`src/rtl/m_mem_pkg.sv`:
```
// Shared definitions for the M-stage memory initiator: size codes, FSM states,
// default data-memory depth and the alignment/size fault helper.
package m_mem_pkg;

    localparam int DM_WORDS_DEF = 3072;

    localparam logic [1:0] SZ_B   = 2'b00;
    localparam logic [1:0] SZ_H   = 2'b01;
    localparam logic [1:0] SZ_W   = 2'b10;
    localparam logic [1:0] SZ_ILL = 2'b11;

    typedef enum logic [1:0] {
        ST_IDLE,
        ST_RD,
        ST_WR,
        ST_RESP
    } state_t;

    // Illegal size code or an address not naturally aligned to the access size.
    function automatic logic size_fault(input logic [1:0] size, input logic [1:0] lo);
        case (size)
            SZ_B:    return 1'b0;
            SZ_H:    return lo[0];
            SZ_W:    return lo != 2'b00;
            default: return 1'b1;
        endcase
    endfunction

endpackage

```
`src/rtl/m_mem_lane.sv`:
```
// Byte-lane datapath: merges sub-word store data into a read word and
// extracts/extends the addressed lane(s) of a read word for loads.
module m_mem_lane
    import m_mem_pkg::*;
(
    input  logic [1:0]  size_i,
    input  logic        sign_i,
    input  logic [1:0]  lane_i,
    input  logic [31:0] wdata_i,
    input  logic [31:0] rbuf_i,
    output logic [31:0] merged_o,
    output logic [31:0] loaded_o
);

    genvar gi;
    generate
        for (gi = 0; gi < 4; gi++) begin : g_lane
            localparam logic [1:0] LANE = 2'(gi);
            logic       hit;
            logic [7:0] src;

            // Byte stores always source wdata[7:0]; halves source the matching byte of wdata[15:0].
            always_comb begin
                hit = 1'b1;
                src = wdata_i[8*gi +: 8];
                case (size_i)
                    SZ_B: begin
                        hit = (lane_i == LANE);
                        src = wdata_i[7:0];
                    end
                    SZ_H: begin
                        hit = (lane_i[1] == LANE[1]);
                        src = wdata_i[8*(gi%2) +: 8];
                    end
                    default: begin
                        hit = 1'b1;
                        src = wdata_i[8*gi +: 8];
                    end
                endcase
            end

            assign merged_o[8*gi +: 8] = hit ? src : rbuf_i[8*gi +: 8];
        end
    endgenerate

    logic [7:0]  byte_d;
    logic [15:0] half_d;

    always_comb begin
        byte_d   = rbuf_i[{lane_i, 3'b000} +: 8];
        half_d   = lane_i[1] ? rbuf_i[31:16] : rbuf_i[15:0];
        loaded_o = rbuf_i;
        case (size_i)
            SZ_B:    loaded_o = {{24{sign_i & byte_d[7]}}, byte_d};
            SZ_H:    loaded_o = {{16{sign_i & half_d[15]}}, half_d};
            default: loaded_o = rbuf_i;
        endcase
    end

endmodule

```
`src/rtl/m_mem_initiator.sv`:
```
// M-stage memory initiator: turns byte/half/word CPU accesses into word-only
// data-memory cycles, using read-modify-write for sub-word stores.
module m_mem_initiator
    import m_mem_pkg::*;
#(
    parameter int DM_WORDS = DM_WORDS_DEF,
    parameter int ADDR_W   = 32
) (
    input  logic              clk,
    input  logic              reset,
    input  logic              req_valid,
    output logic              req_ready,
    input  logic              req_we,
    input  logic [1:0]        req_size,
    input  logic              req_sign,
    input  logic [ADDR_W-1:0] req_addr,
    input  logic [31:0]       req_wdata,
    input  logic [31:0]       req_pc,
    output logic              resp_valid,
    output logic [31:0]       resp_rdata,
    output logic              resp_err,
    output logic              dm_we,
    output logic [31:0]       dm_addr,
    output logic [31:0]       dm_wd,
    input  logic [31:0]       dm_rd,
    output logic [31:0]       dm_pc
);

    state_t            state_q;
    logic              we_q;
    logic              sign_q;
    logic              err_q;
    logic [1:0]        size_q;
    logic [ADDR_W-1:0] addr_q;
    logic [31:0]       wdata_q;
    logic [31:0]       pc_q;
    logic [31:0]       rbuf_q;

    logic              req_err_d;
    logic [31:0]       merged_d;
    logic [31:0]       loaded_d;

    always_comb begin
        req_err_d = size_fault(req_size, req_addr[1:0])
                  || (req_addr[ADDR_W-1:2] >= (ADDR_W-2)'(DM_WORDS));
    end

    always_ff @(posedge clk) begin
        if (!reset) begin
            state_q <= ST_IDLE;
            we_q    <= 1'b0;
            sign_q  <= 1'b0;
            err_q   <= 1'b0;
            size_q  <= SZ_B;
            addr_q  <= '0;
            wdata_q <= '0;
            pc_q    <= '0;
            rbuf_q  <= '0;
        end else begin
            case (state_q)
                ST_IDLE: begin
                    if (req_valid) begin
                        we_q    <= req_we;
                        sign_q  <= req_sign;
                        err_q   <= req_err_d;
                        size_q  <= req_size;
                        addr_q  <= req_addr;
                        wdata_q <= req_wdata;
                        pc_q    <= req_pc;
                        // Faulting requests never touch memory; whole-word stores skip the read.
                        if (req_err_d)
                            state_q <= ST_RESP;
                        else if (req_we && req_size == SZ_W)
                            state_q <= ST_WR;
                        else
                            state_q <= ST_RD;
                    end
                end
                ST_RD: begin
                    rbuf_q  <= dm_rd;
                    state_q <= we_q ? ST_WR : ST_RESP;
                end
                ST_WR:   state_q <= ST_RESP;
                ST_RESP: state_q <= ST_IDLE;
                default: state_q <= ST_IDLE;
            endcase
        end
    end

    m_mem_lane u_lane (
        .size_i   (size_q),
        .sign_i   (sign_q),
        .lane_i   (addr_q[1:0]),
        .wdata_i  (wdata_q),
        .rbuf_i   (rbuf_q),
        .merged_o (merged_d),
        .loaded_o (loaded_d)
    );

    assign req_ready  = (state_q == ST_IDLE);
    assign resp_valid = (state_q == ST_RESP);
    assign resp_err   = resp_valid && err_q;
    assign resp_rdata = (resp_valid && !err_q && !we_q) ? loaded_d : 32'h0;

    // Gating with reset kills a write already in flight when reset lands mid-WR.
    assign dm_we   = (state_q == ST_WR) && reset;
    assign dm_addr = 32'({addr_q[ADDR_W-1:2], 2'b00});
    assign dm_wd   = (state_q == ST_WR) ? merged_d : 32'h0;
    assign dm_pc   = pc_q;

endmodule
```
`config.mk`:
```
export PLATFORM = sky130hd
export DESIGN_NAME = m_mem_initiator
export DESIGN_NICKNAME = d
export VERILOG_FILES = /design/src/rtl/m_mem_pkg.sv /design/src/rtl/m_mem_lane.sv /design/src/rtl/m_mem_initiator.sv
export SDC_FILE = /design/constraint.sdc
export NUM_CORES = 1
export LEC_CHECK = 0
export ABC_CLOCK_PERIOD_IN_PS = 2300
export CAP_MARGIN = 20
export CELL_PAD_IN_SITES_DETAIL_PLACEMENT = 0
export CELL_PAD_IN_SITES_GLOBAL_PLACEMENT = 2
export CORE_MARGIN = 1
export CORE_UTILIZATION = 26
export CTS_BUF_LIST = sky130_fd_sc_hd__clkbuf_4
export CTS_CLUSTER_DIAMETER = 60
export DETAILED_ROUTE_END_ITERATION = 6
export GPL_ROUTABILITY_DRIVEN = 1
export PLACE_DENSITY = 0.89
export SETUP_SLACK_MARGIN = 0.5
export SLEW_MARGIN = 15
export SYNTH_ARGS = -nofsm -noshare
export SYNTH_HDL_FRONTEND = slang
export SYNTH_HIERARCHICAL = 1
export SYNTH_SLANG_ARGS = --single-unit
```
`constraint.sdc`:
```
create_clock -name clk -period 2.3 [get_ports clk]
set_input_delay 0.345 -clock clk [delete_from_list [all_inputs] [get_ports clk]]
set_output_delay 0.345 -clock clk [all_outputs]
set_load 0.05 [all_outputs]
```
==> metrics.txt <==
Global Route Usage Sum=roughly a fifth; clock-pin transition on the worst setup and hold timing paths=140 ps; FF-to-FF setup slack=roughly 620 ps; final hold violations=0; starting density of the core=between 20% and 30%; Comb power frac=a little over half; synthesis-to-layout area growth=60.22%; GR Layer Usage met1=between 20 and 25%; PnR worst setup slack=-230.0 ps; Top Family by Delay on Critical Path=buffers and inverters; Antenna Nets Post-Route=0; final clock skew=approximately 22 ps; Post-synth EDFFs=0; FFs w/ async S/R, synth=0%; deepest clock path buffer count=2; Worst EP arrival=between 2000 and 2500 ps; # IOs=about 270; final-report setup violation count=64; total chip power=roughly 10 mW; DRT Pass-1 Iters=5; Min Hold Slack=~210 ps; Chip Height=about 170 um; worst skew pair latency=560 ps; H-tree Lvls=4; IO Port Bufs=approximately 260; antenna violations before repair=1; number of DRC markers in iteration 0=about 380; Top Usage Layer GRT=met2; Post-DP Area=about 0.011 mm2; Root Buffer=clkbuf_4; core area=roughly 0.028 mm2; Internal Power=a little under 6 mW; failing checks=negative setup slack; Final Cycle Share=110.0%; Max Slew Vio Count=0; Netlist cell types=42; fillcell total=~2700; routability cong.=~0.85; largest net degree at the start of global routing=50; drt drc=0; Layout Utilization=between 40% and 50%; crit path max-delay cell type=dfxtp_4; most frequent CP cell=buf_6; Syn Std Cell Area=between 0.007 and 0.008 mm2; Yosys reg bits=~140; slowest stage delay, CP=between 300 and 400 ps; GR Overflow Total=0; vias in the first global route=6787; Setup crit start kind=flop; area of the multi-input gates=about 0.0047 mm2; Post-Route WL=27520 um; first-pass GRT wire length=between 40000 and 50000 um; Switching Fraction=44.10%; Reg power frac=about a third; biggest area consumer among synthesized cells=dfxtp_1; CTS tree=yes; met3 Resource Use GR=under 10%; P_sw=about 4.6 mW; Clk pwr share=14.7%; chip width=171.4 um; layout cells sized above 1=33.60%; CTS buffer count=17; Worst Setup End Kind=output pin; worst-path cell chain=buf_4 -> buf_12 -> o21bai_4 -> buf_6 -> mux2_2 -> and2_4 -> buf_6; Vias/cell=around 4.6; row count=61; post-synthesis sequential area ratio=36.24%; dominant cell by count in the synthesized netlist=nand2_1; Commonest cells post-synth=218 x nand2_1, 135 x dfxtp_1, 90 x a21boi_1; worst setup path class=flop to output pin; Most used DFF post-synth=dfxtp_1; FF+latch area=approximately 0.0027 mm2; max frequency=around 0.4 GHz; WL per Instance=around 18 um; status=finished with violations; Max VDD drop=approximately 0.37 mV; unrepaired setup endpoints after global routing=true; Critical Path RT=around 2000 ps; Die ar.=0.02936 mm2; Mapped Cells=around 880; MaxCap Viol Count=0; fin nets=between 1000 and 1500; hold_buf cts=0; met2 Use GR=slightly above 30%; via count=6898; Crit path buffers/inverters=4; DPL Wire Length=19670 um; Critical Path Fanout Max=12; Tightest Hold Check Type=input port to flop; P per Cell Area=between 800 and 900 mW/mm2; synth top area cells=dfxtp_1 36%, nand2_1 11%, a21boi_1 9.1%; Yosys top cell area share=~36%; Syn Area/Cell=between 8 and 9 um2; YS warnings=6; Final Critical Period=2530 ps; # clock sinks=about 140; Leakage=approximately 4.6 nW; Finished Cell Area=0.01195 mm2
==> timing repair <==
action | 4_1_cts | 5_1_grt
cloned | 6 | 2
endpoints found under the setup margin | 196 | 123
buffers inserted | 17 | 5
gates resized for setup | 310 | 72
pin swaps | 18 | 27
==> logic make-up (layout without fill, tap and decap cells) <==
group           after synthesis  count (layout)  share of synthesized area, %
fa+ha+maj                     4               4                        0.6712
buf+inv                     102             353                         8.876
compound gates              173             174                         16.22
other cells                   1               3                       0.05029
flops                       135             135                         36.24
mux                          97              97                         14.41
simple gates                365             366                         23.52
==> flip-flops by register name, indices dropped and copies added (netlist names) <==
name / flops
err_q: 1
rbuf_q: 32
dm_pc: 32
we_q: 1
wdata_q: 32
size_q: 2
addr_q: 32
state_q: 2
sign_q: 1
==> layer usage <==
metal / part of all wire [%] / vias up / wire length [um]
met4: 2.1 / 0 / 588
met5: 0 / - / 0
met2: 47 / 263 / 12950
li1: - / 3383 / -
met3: 7.0 / 33 / 1916
met1: 44 / 3219 / 12060
==> worst register-to-register path, cell delays in order (launching register included) <==
cell and delay [ps]:
dfxtp_4 400, buf_4 120, ha_2 470, buf_12 270, mux2i_1 260, nor2b_1 70
==> power groups by stage <==
| stage | logic [mW] | registers, mW | clock network [mW] |
|---|---|---|---|
| finish | 5.56 | 3.32 | 1.53 |
| global route | 5.90 | 3.37 | 1.71 |
| CTS | 5.40 | 3.31 | 1.60 |
| detailed placement | 4.74 | 3.33 | 0 |
| global placement | 4.73 | 3.32 | 0 |
| floorplan | 3.13 | 3.45 | 0 |
==> area by class of cell <==
cell class,count,share of cell area [%]
antenna,1,0.02094
clock buffer,17,1.068
clock inverter,15,1.079
inverter,4,0.1466
multi-input combinational,643,39.07
sequential,135,22.82
tap,378,3.959
timing repair buffer,317,31.84
==> placed cells by master, fill, tap and decap left out, drive strengths merged, types with 2 or more instances in the layout <==
cell type      count
clkbuf            35
inv                8
nor2               8
and3b              7
a21boi           103
nor3               2
a221o              7
clkinv             6
nand3             10
clkdlybuf4s50    133
buf              117
and2              67
nor2b             42
conb               2
bufbuf             3
clkinvlp           4
dfxtp            135
mux2              49
clkdlybuf4s15     46
nand2            220
ha                 4
a21oi             37
nor4               4
o211ai             3
o21bai             3
o21ai             17
mux2i             47
==> worst paths after layout <==
| check | start | to | depth (start not counted) |
|---|---|---|---|
| setup reg to reg | state_q[0] | rbuf_q[1] | 5 |
| hold / removal | reset | addr_q[18] | 2 |
| setup / recovery | addr_q[1] | dm_wd[3] | 7 |
| hold reg to reg | dm_pc[30] | dm_pc[30] | 2 |
==> metrics by stage <==
step / setup TNS (ps) / std cells / setup slack, ps
2_1_floorplan: 0 / 878 / 427.7
3_3_place_gp: 0 / 1447 / 32.22
3_5_place_dp: 0 / 1447 / 13.02
4_1_cts: -13160 / 1502 / -253.2
5_1_grt: -16630 / 1510 / -322.1
6_report: -11260 / 1510 / -230.0
(Power assumes the default switching activity.)
